[src/rtl/fetch_instruction.sv]
// Instruction-fetch stage: PC register drives instruction memory, IR latches the returned word.
// Optional FETCH_REDIRECT_EN adds stall / redirect control of the PC.
module fetch_instruction #(
  parameter int unsigned ADDR_W  = 8,
  parameter int unsigned INSTR_W = 16
) (
  input  logic               clk,
  input  logic               rst,
  output logic [ADDR_W-1:0]  instr_addr,
  input  logic [INSTR_W-1:0] instr,
  output logic [INSTR_W-1:0] curr_instr
`ifdef FETCH_REDIRECT_EN
  ,
  input  logic               stall,
  input  logic               redirect,
  input  logic [ADDR_W-1:0]  redirect_addr
`endif
);

  // PC and IR update; redirect inserts a NOP bubble, stall freezes both registers.
  always_ff @(posedge clk or posedge rst) begin
    if (rst) begin
      instr_addr <= '0;
      curr_instr <= '0;
    end else begin
`ifdef FETCH_REDIRECT_EN
      if (redirect) begin
        instr_addr <= redirect_addr;
        curr_instr <= '0;
      end else if (!stall) begin
        instr_addr <= instr_addr + ADDR_W'(1);
        curr_instr <= instr;
      end
`else
      instr_addr <= instr_addr + ADDR_W'(1);
      curr_instr <= instr;
`endif
    end
  end

endmodule

[config.mk]
export PLATFORM = sky130hd
export DESIGN_NAME = fetch_instruction
export DESIGN_NICKNAME = d
export VERILOG_FILES = /design/src/rtl/fetch_instruction.sv
export SDC_FILE = /design/constraint.sdc
export NUM_CORES = 1
export LEC_CHECK = 0
export BUFFER_PORTS_ARGS = -buffer_cell sky130_fd_sc_hd__buf_2
export CAP_MARGIN = 25
export CORE_MARGIN = 2
export CORE_UTILIZATION = 40
export CTS_CLUSTER_SIZE = 10
export DETAILED_ROUTE_END_ITERATION = 6
export GPL_ROUTABILITY_DRIVEN = 0
export GPL_TIMING_DRIVEN = 0
export PLACE_DENSITY = 0.74
export SKIP_CTS_REPAIR_TIMING = 1
export SYNTH_ARGS = -nofsm -noshare
export SYNTH_HDL_FRONTEND = slang
export SYNTH_SLANG_ARGS = --single-unit
[constraint.sdc]
create_clock -name clk -period 1.25 [get_ports clk]
set_clock_uncertainty 0.2 [all_clocks]
set_input_delay 0.0625 -clock clk [delete_from_list [all_inputs] [get_ports clk]]
set_output_delay 0.0625 -clock clk [all_outputs]
set_load 0.1 [all_outputs]
==> out/qor.yml, run 1 <==
outcome:
  status: "finished, violations left"
  violations: "negative hold slack, negative setup slack"
sta:
  setup_slack_ns: -0.0588
  tightest_slew_ns: 0.848
  slew_headroom_pct: 43.4
  period_minus_slack_ns: 1.31
  finalSetupViolations: 8
  period_share_pct: 105
  hold_viol_final: 24
  drv_slew: 0
  hold_ws_ns: -0.301
  rsz0062_at_grt: "yes"
  fmax_ghz: 0.764
worst_setup_path:
  cp_cell_sequence: "buf_12"
  required_ns: 0.99
  rr_endpoint: "instr_addr[4]$_DFF_PP0_"
  critical_path.startpoint: "instr_addr[2]$_DFF_PP0_"
  cp_slowest_cell: "dfrtp_4"
  crit_buf_inv: 1
  r2r-start: "instr_addr[0]$_DFF_PP0_"
  arrival_ns: 1.05
  worstPathMaxFanout: 5
  cp_top_family: "flip-flops"
  cpPeakStageDelay_ns: 0.55
  path_class: "flop to primary output"
  worst_setup_path_end_kind: "primary output"
  r2r_cells: 3
  ff2ff_setup_slack_ns: 0.01
  critPathLaunchType: "flop"
power:
  leakage_nw: 0.647
  p_per_area_nw_per_um2: 1110
  worst_ir_drop_vdd_mv: 0.999
final_layout:
  nets: 124
  final_util_pct: 80.8
  drive_gt1_share_pct: 58.7
  antenna_cells: 0
  area_delta_synth_final_pct: 91.5
synthesis:
  synthesis.area_um2: 721
  synth_cell_types: 11
  syn_inst: 41
  syn_nets: 60
  synth_seq_cells: 24
  synth_top_area_share_pct: 83.3
  async_flop_share_pct: 100
  post-synth-top-area-cell: "dfrtp_1"
  post-synth-top-count-cell: "dfrtp_1"
  synth-edff-count: 0
  ys_seq_area_share_pct: 83.3
  ys_warn_count: 0
  synth_ff_type: "dfrtp_1"
  syn_avg_cell_area_um2: 17.6
  synth_commonest_cells: "24 x dfrtp_1, 3 x xnor2_1, 3 x xor2_1"
  yosys-top-cells-area: "dfrtp_1 83%, xnor2_1 3.6%, xor2_1 3.6%"
grt:
  antenna_found_initial: 0
  grt_max_degree: 25
  grt_pass1_wl_mm: 1.86
  grt-ovfl-total: 0
  first_global_vias: 417
  grt_usage_pct: 12.7
cts:
  cts_sinks: 24
  insertion_delay_ns: 0.31
  root_buffer: "clkbuf_4"
  tritoncts: "yes"
  clockBufferDepth: 2
  cts.htree.levels: 1
  cts_buffers: 3
  path_clk_slew_ns: 0.13
detailed_routing:
  post_drt_via_cell_ratio: 4.25
  met3_length_um: 59
  routedWlPerCell_um: 13.7
  dr_total_vias: 548
  met1_length_um: 638
  wl_mm: 1.76
  maxUsedRoutingLayer: "met4"
  met2_length_mm: 1.02
  drc: 0
  detail_route.iter0.violations: 7
  first_pass_iters: 4
  postRouteAntennaNets: 0
die:
  fp.coreArea_um2: 1710
  die_y_um: 46.4
  dieArea_um2: 2160
  initial_core_util_pct: 42.2
  ioPinCount: 42
  die_x_um: 46.4
  num_rows: 15
placement:
  hpwlAfterDp_um: 903
  port_buffers: 41
run:
  maxCapViolCount: 0
min_path:
  hold_path.class: "input pin to asynchronous set/reset pin"
[flip-flops by register name, summed over array words and instances (netlist names)]
name	count
curr_instr	16
instr_addr	8
[per-layer routing]
layer / GRT usage [%] / vias to the layer above
li1: - / 254
met1: 16.6 / 268
met2: 19.4 / 20
met3: 1.96 / 6
met4: 8.57 / 0
met5: 0 / -
[final cells by class]
type | instances | area, um^2
Timing Repair Buffer | 59 | 532
Sequential cell | 24 | 628
Inverter | 2 | 7.51
Clock buffer | 4 | 36.3
Multi-Input combinational cell | 15 | 145
Tap cell | 25 | 31.3
Fill cell | 104 | 328
[worst max path at each step]
stage                                    endpoint  slack (ns)  cells after the start
after floorplan           instr_addr[4]$_DFF_PP0_       -0.12                      3
after global placement    instr_addr[5]$_DFF_PP0_        0.10                      2
after detailed placement  instr_addr[4]$_DFF_PP0_        0.08                      3
after CTS                           instr_addr[2]       -0.24                      1
after global routing                instr_addr[2]       -0.08                      1
final                               instr_addr[2]       -0.06                      1
[layout by cell type, fill, tap and decap left out]
cell type       n
nand3_4         1
nor2_2          1
inv_1           2
xnor2_1         3
nand3_2         2
dfrtp_4         7
dfrtp_1        16
clkbuf_8        1
dfrtp_2         1
and3_1          1
xor2_1          3
buf_6           1
dlygate4sd3_1  16
buf_2          17
ha_4            1
buf_4          17
nor3_2          1
nand2_1         2
buf_12          7
clkbuf_4        4
[metrics by stage]
stage / setup TNS, ns / instances / area [um^2] / total power [mW] / setup WS, ns
2_1_floorplan: -0.467 / 41 / 781 / 1.03 / -0.119
3_3_place_gp: 0 / 107 / 1020 / 1.09 / 0.102
3_5_place_dp: 0 / 107 / 1020 / 1.09 / 0.0757
4_1_cts: -2.99 / 111 / 1050 / 1.47 / -0.243
5_1_grt: -0.599 / 129 / 1380 / 1.58 / -0.0798
6_report: -0.281 / 129 / 1380 / 1.54 / -0.0588
[report_power, final]
group          total (mW)  internal [mW]  switching, mW  leakage, nW
Sequential          0.810          0.802        0.00808        0.275
Combinational       0.324         0.0843          0.239        0.351
Clock               0.403          0.178          0.225       0.0210
Total                1.54           1.06          0.473        0.647
[kinds of logic after synthesis]
logic type    share of synthesized area [%]
buf+inv                                1.04
xor+xnor                               7.29
fa+ha+maj                              1.74
simple gates                           6.60
flops                                  83.3
(Power assumes the default switching activity.)
==> run 2, diff against run 1 <==
--- a/config.mk
+++ b/config.mk
@@ -8,12 +8,12 @@
 export BUFFER_PORTS_ARGS = -buffer_cell sky130_fd_sc_hd__buf_2
 export CAP_MARGIN = 25
 export CORE_MARGIN = 2
-export CORE_UTILIZATION = 40
+export CORE_UTILIZATION = 36
 export CTS_CLUSTER_SIZE = 10
 export DETAILED_ROUTE_END_ITERATION = 6
 export GPL_ROUTABILITY_DRIVEN = 0
 export GPL_TIMING_DRIVEN = 0
-export PLACE_DENSITY = 0.74
+export PLACE_DENSITY = 0.71
 export SKIP_CTS_REPAIR_TIMING = 1
 export SYNTH_ARGS = -nofsm -noshare
 export SYNTH_HDL_FRONTEND = slang
==> constraint.sdc (replaced) <==
create_clock -name clk -period 1.15 [get_ports clk]
set_clock_uncertainty 0.2 [all_clocks]
set_input_delay 0.0575 -clock clk [delete_from_list [all_inputs] [get_ports clk]]
set_output_delay 0.0575 -clock clk [all_outputs]
set_load 0.1 [all_outputs]
==> run 2 against run 1 <==
Net effect: the run still ends with negative hold slack, negative setup slack left; non-clock buffer count up 4; clock power up 9.7%; flip-flop and latch count unchanged; combinational power grew 23%; cell area is 13% higher; wire length up 26%; utilization is 0.18 points higher; worst setup slack got worse by 0.093 ns; critical path depth is the same; critical path type unchanged; largest power group unchanged.
==> out/qor.yml, run 2 (synthesized netlist as in run 1, its figures left out) <==
worst_setup_path:
  critical_path.startpoint: "instr_addr[0]$_DFF_PP0_"
  cp_top_family: "flip-flops"
  cp_slowest_cell: "dfrtp_4"
  cp_cell_sequence: "buf_12"
  worst_setup_path_end_kind: "primary output"
  arrival_ns: 1.04  # about the same
  r2r-start: "instr_addr[5]$_DFF_PP0_"
  crit_buf_inv: 1  # unchanged
  critPathLaunchType: "flop"
  cpPeakStageDelay_ns: 0.55  # about the same
  worstPathMaxFanout: 4  # -1
  path_class: "flop to primary output"
  required_ns: 0.89  # -0.10 ns
sta:
  hold_viol_final: 24  # unchanged
  tightest_slew_ns: 0.853  # +0.00468 ns
  hold_ws_ns: -0.298  # +0.00249 ns
  setup_slack_ns: -0.152  # -0.0933 ns
  finalSetupViolations: 29  # +21
  slew_headroom_pct: 43.1  # -0.31 points
  period_minus_slack_ns: 1.30
  rsz0062_at_grt: "yes"
  drv_slew: 0  # unchanged
  fmax_ghz: 0.768
  finalSetupTns_ns: -1.48  # -1.20 ns
  period_share_pct: 113
power:
  finalPower_mw: 1.73  # +13%
  p_clk_share_pct: 25.5  # -0.7 points
  p_switching_mw: 0.535  # +13%
  leakage_nw: 0.718  # +11%
  p_per_area_nw_per_um2: 1110  # about the same
  internal-power_mw: 1.20  # +13%
  seq_power_share_pct: 51.5  # -1.2 points
  comb_power_share_pct: 22.9  # +1.8 points
  worst_ir_drop_vdd_mv: 0.987  # -1.2%
  netSwitchingFraction_pct: 30.9  # +0.13 points
grt:
  grt_max_degree: 25  # unchanged
  grt_pass1_wl_mm: 2.16  # +16%
  grt_usage_pct: 12.0  # -0.71 points
  antenna_found_initial: 0  # unchanged
  first_global_vias: 517  # +24%
  grt-ovfl-total: 0  # unchanged
cts:
  clockBufferDepth: 2  # unchanged
  insertion_delay_ns: 0.31  # about the same
  cts_buffers: 3  # unchanged
  tritoncts: "yes"
  cts.htree.levels: 1  # unchanged
  cts_sinks: 24  # unchanged
  path_clk_slew_ns: 0.13  # about the same
  root_buffer: "clkbuf_4"
die:
  num_rows: 16  # +1
  initial_core_util_pct: 37.5  # -4.7 points
  fp.coreArea_um2: 1920  # +13%
  ioPinCount: 42  # unchanged
  die_x_um: 48.7  # +4.9%
  dieArea_um2: 2380  # +10%
  die_y_um: 48.7  # +4.9%
final_layout:
  nFillCells: 118  # +13%
  antenna_cells: 0  # unchanged
  largest_reg_flops: 16  # unchanged
  final_common_cell: "buf_2"
  largest_register: "curr_instr"
  area_delta_synth_final_pct: 116
  final_cell_mix: "17 x buf_2, 16 x dfrtp_1, 16 x dlygate4sd3_1"
  largestRegisters: "curr_instr (16), instr_addr (8)"
  drive_gt1_share_pct: 63.9  # +5.2 points
  nets: 128  # +3.2%
placement:
  hpwlAfterDp_um: 979  # +8.5%
  port_buffers: 41  # unchanged
detailed_routing:
  drc: 0  # unchanged
  first_pass_iters: 4  # unchanged
  post_drt_via_cell_ratio: 4.26  # +0.26%
  postRouteAntennaNets: 0  # unchanged
  dr_total_vias: 575  # +4.9%
  wl_mm: 2.22  # +26%
  detail_route.iter0.violations: 5  # -2
  routedWlPerCell_um: 16.5  # +20%
min_path:
  hold_path.class: "input pin to asynchronous set/reset pin"
outcome:
  violations: "negative hold slack, negative setup slack"
  status: "finished, violations left"
run:
  maxCapViolCount: 0  # unchanged
[run 2: final timing paths]
kind,to,cells past startpoint,slack [ns]
min in group clk,curr_instr[6]$_DFF_PP0_,2,0.18
min,curr_instr[10]$_DFF_PP0_,2,-0.30
max,instr_addr[0],1,-0.15
min reg2reg,instr_addr[0]$_DFF_PP0_,1,0.38
max reg2reg,instr_addr[6]$_DFF_PP0_,3,-0.07
max in group asynchronous,instr_addr[1]$_DFF_PP0_,2,0.43
[run 2: cell type report]
cell class	instances	area (um^2)	share of cell area (%)
clock buffer	4	36.3	2.33
multi-input combinational	15	163	10.5
tap	27	33.8	2.17
inverter	2	7.51	0.482
sequential	24	628	40.4
timing repair buffer	63	688	44.2
[run 2: power by group through the flow]
stage                     Clock (mW)  Sequential [mW]  Combinational, mW
after detailed placement           0            0.895              0.292
after global routing           0.482            0.895              0.408
after global placement             0            0.894              0.290
after floorplan                    0             1.11             0.0126
final                          0.442            0.893              0.397
after CTS                      0.429            0.877              0.292
[run 2: metal layers]
metal	track usage [%]	share of wire, %	wire [um]
met1	14.3	28	632
met2	20.1	62	1380
met3	3.40	6.5	145
met4	5.71	2.7	61
met5	0	0	0
[run 2: stage by stage]
stage                     cells  area [um^2]  utilization, %  setup WS, ns
after floorplan              41          781               -        -0.219
after global placement      109         1020            53.1     -0.000921
after detailed placement    109         1020            53.1       0.00478
after CTS                   113         1060            54.9        -0.340
after global routing        135         1560            81.0        -0.190
final                       135         1560            81.0        -0.152
==> run 3, diff against run 2 <==
--- a/config.mk
+++ b/config.mk
@@ -5,15 +5,16 @@
 export SDC_FILE = /design/constraint.sdc
 export NUM_CORES = 1
 export LEC_CHECK = 0
+export ABC_AREA = 1
 export BUFFER_PORTS_ARGS = -buffer_cell sky130_fd_sc_hd__buf_2
 export CAP_MARGIN = 25
 export CORE_MARGIN = 2
-export CORE_UTILIZATION = 36
+export CORE_UTILIZATION = 37
 export CTS_CLUSTER_SIZE = 10
 export DETAILED_ROUTE_END_ITERATION = 6
 export GPL_ROUTABILITY_DRIVEN = 0
 export GPL_TIMING_DRIVEN = 0
-export PLACE_DENSITY = 0.71
+export PLACE_DENSITY = 0.72
 export SKIP_CTS_REPAIR_TIMING = 1
 export SYNTH_ARGS = -nofsm -noshare
 export SYNTH_HDL_FRONTEND = slang
==> constraint.sdc (replaced) <==
create_clock -name clk -period 1.15 [get_ports clk]
set_clock_uncertainty 0.2 [all_clocks]
set_input_delay 0.345 -clock clk [delete_from_list [all_inputs] [get_ports clk]]
set_output_delay 0.345 -clock clk [all_outputs]
set_load 0.1 [all_outputs]
==> run 3 against run 2 <==
Net effect: the flow still finishes with violations (negative hold slack, negative setup slack); cell area increased by 13%; wire length increased by 30%; synthesized cell count increased by 29%; final cell count increased by 10%; register-to-register slack got worse by 0.19 ns; sequential power increased by 2.6%; critical path depth unchanged; utilization increased by 10 points; die area decreased by 0.14%; maximum frequency decreased by 18%; area after synthesis increased by 2.6%; sequential share of layout area decreased by 0.98 points.
==> out/qor.yml, run 3 <==
outcome:
  status: "finished, violations left"
  violations: "negative hold slack, negative setup slack"
cts:
  cts.htree.levels: 1  # unchanged
  tritoncts: "yes"
  insertion_delay_ns: 0.31  # about the same
  clockBufferDepth: 2  # unchanged
  cts_buffers: 3  # unchanged
  cts_sinks: 24  # unchanged
  path_clk_slew_ns: 0.15  # +0.02 ns
  root_buffer: "clkbuf_4"
worst_setup_path:
  worst_setup_path_end_kind: "primary output"
  cp_cell_sequence: "buf_12"
  r2r_cells: 5  # +2
  required_ns: 0.60  # -0.29 ns
  path_class: "flop to primary output"
  crit_buf_inv: 1  # unchanged
  cp_slowest_cell: "dfrtp_4"
  critical_path.startpoint: "instr_addr[5]$_DFF_PP0_"
  r2r-start: "instr_addr[2]$_DFF_PP0_"
  cpPeakStageDelay_ns: 0.54  # about the same
  worstSetupPathDepth: 1  # unchanged
  worstPathMaxFanout: 5  # +1
  cp_top_family: "flip-flops"
  ff2ff_setup_slack_ns: -0.26  # -0.19 ns
  critPathLaunchType: "flop"
  rr_endpoint: "instr_addr[5]$_DFF_PP0_"
  arrival_ns: 1.04  # about the same
  critical_path.endpoint: "instr_addr[5]"
power:
  worst_ir_drop_vdd_mv: 1.42  # +44%
  netSwitchingFraction_pct: 28.6  # -2.3 points
  internal-power_mw: 1.41  # +18%
  p_clk_share_pct: 31.5  # +6.0 points
  comb_power_share_pct: 22.1  # -0.8 points
  leakage_nw: 0.770  # +7.3%
  p_per_area_nw_per_um2: 1130  # +1.2%
  seq_power_share_pct: 46.4  # -5.1 points
  p_switching_mw: 0.565  # +5.7%
  finalPower_mw: 1.98  # +14%
sta:
  fmax_ghz: 0.631  # -18%
  tightest_slew_ns: 0.502  # -0.351 ns
  hold_ws_ns: -0.173  # +0.125 ns
  drv_slew: 0  # unchanged
  rsz0062_at_grt: "yes"
  setup_slack_ns: -0.435  # -0.283 ns
  slew_headroom_pct: 66.4  # +23 points
  period_share_pct: 138  # +25 points
  finalSetupViolations: 31  # +6.9%
  finalSetupTns_ns: -10.91  # -9.43 ns
  hold_viol_final: 24  # unchanged
  period_minus_slack_ns: 1.59  # +0.283 ns
final_layout:
  fin_cells: 149  # +10%
  final_util_pct: 91.3  # +10 points
  final_common_cell: "dfrtp_4"
  design_area_um2: 1750  # +13%
  nets: 142  # +11%
  largest_reg_flops: 16  # unchanged
  drive_gt1_share_pct: 68.9  # +5.0 points
  largest_register: "curr_instr"
  final_cell_mix: "24 x dfrtp_4, 23 x buf_12, 17 x buf_2"
  antenna_cells: 0  # unchanged
  largestRegisters: "curr_instr (16), instr_addr (8)"
  area_delta_synth_final_pct: 137
  nFillCells: 62  # -47%
placement:
  dp_cells: 121  # +11%
  hpwlAfterDp_mm: 1.01  # +3.0%
  place_area_um2: 1090  # +7.0%
  port_buffers: 41  # unchanged
  place_ws_ns: -0.304  # -0.309 ns
synthesis:
  synth_commonest_cells: "24 x dfrtp_1, 11 x nand2_1, 5 x inv_1"
  synth_top_area_share_pct: 81.2  # -2.1 points
  synth_seq_cells: 24  # unchanged
  ys_seq_area_share_pct: 81.2  # -2.1 points
  synth_ff_type: "dfrtp_1"
  syn_avg_cell_area_um2: 14.0  # -21%
  synth_cell_types: 9  # -2
  post-synth-top-area-cell: "dfrtp_1"
  async_flop_share_pct: 100  # unchanged
  post-synth-top-count-cell: "dfrtp_1"
  synthesis.area_um2: 739  # +2.6%
  ys_warn_count: 0  # unchanged
  syn_nets: 72  # +20%
  synth-edff-count: 0  # unchanged
  syn_inst: 53  # +29%
  yosys-top-cells-area: "dfrtp_1 81%, nand2_1 5.6%, inv_1 2.5%"
detailed_routing:
  routedWlPerCell_um: 19.3  # +17%
  detail_route.iter0.violations: 11  # +6
  postRouteAntennaNets: 0  # unchanged
  wl_mm: 2.88  # +30%
  post_drt_via_cell_ratio: 4.52  # +6.2%
  drc: 0  # unchanged
  dr_total_vias: 674  # +17%
  first_pass_iters: 5  # +1
grt:
  grt_usage_pct: 13.4  # +1.4 points
  grt-ovfl-total: 0  # unchanged
  first_global_vias: 541  # +4.6%
  antenna_found_initial: 0  # unchanged
  grt_max_degree: 25  # unchanged
  grt_pass1_wl_mm: 2.36  # +9.3%
die:
  dieArea_um2: 2370  # -0.14%
  fp.coreArea_um2: 1920  # unchanged
  initial_core_util_pct: 38.5  # +0.98 points
  num_rows: 16  # unchanged
  ioPinCount: 42  # unchanged
  die_y_um: 48.7  # about the same
  die_x_um: 48.7  # about the same
min_path:
  hold_path.class: "input pin to asynchronous set/reset pin"
run:
  maxCapViolCount: 0  # unchanged
[run 3: cell count changes in the layout (fill, tap and decap cells not counted), sizes merged]
cell	before	now
and3	1	0
buf	47	49
bufinv	0	1
clkbuf	4	3
clkinvlp	0	1
inv	2	4
nand2	2	11
nor2	1	4
nor3	1	0
o21ai	0	2
xnor2	3	2
xor2	3	1
[run 3: worst min-delay path by stage]
| stage | start | endpoint | slack (ns) | cells after the start |
|---|---|---|---|---|
| 2_1_floorplan | rst | curr_instr[0]$_DFF_PP0_ | 0.16 | 1 |
| 3_5_place_dp | instr[10] | curr_instr[10]$_DFF_PP0_ | 0.25 | 1 |
| 5_1_grt | rst | curr_instr[7]$_DFF_PP0_ | -0.14 | 2 |
| 6_report | rst | curr_instr[7]$_DFF_PP0_ | -0.17 | 2 |
| 3_3_place_gp | instr[8] | curr_instr[8]$_DFF_PP0_ | 0.25 | 1 |
| 4_1_cts | instr[13] | curr_instr[13]$_DFF_PP0_ | -0.09 | 1 |
[run 3: logic make-up after synthesis]
kind of cell    count (synthesis)  synth area share, %
compound gates                  2                 1.35
xor+xnor                        3                 3.55
fa+ha+maj                       1                 1.69
buf+inv                         5                 2.54
flops                          24                 81.2
simple gates                   18                 9.64
[run 3: area by class of cell]
class	instances	area, um^2	area share (%)
Timing Repair Buffer	65	785	44.7
Sequential cell	24	691	39.4
Multi-Input combinational cell	24	170	9.70
Tap cell	27	33.8	1.93
Clock inverter	1	30.0	1.71
Clock buffer	3	22.5	1.28
Inverter	5	22.5	1.28
[run 3: routing by layer]
layer | track usage [%] | vias to the layer above | share of wire (%)
met2 | 22.1 | 25 | 58
met5 | 0 | - | 0
met3 | 3.40 | 6 | 2.2
met4 | 9.05 | 0 | 2.7
met1 | 15.3 | 343 | 37
li1 | - | 300 | -
[run 3: power by group through the flow]
stage	sequential (mW)	combinational, mW	clock, mW
3_5_place_dp	0.915	0.291	0
3_3_place_gp	0.914	0.290	0
2_1_floorplan	1.14	0.0126	0
6_report	0.916	0.436	0.623
4_1_cts	0.895	0.291	0.623
5_1_grt	0.920	0.446	0.658
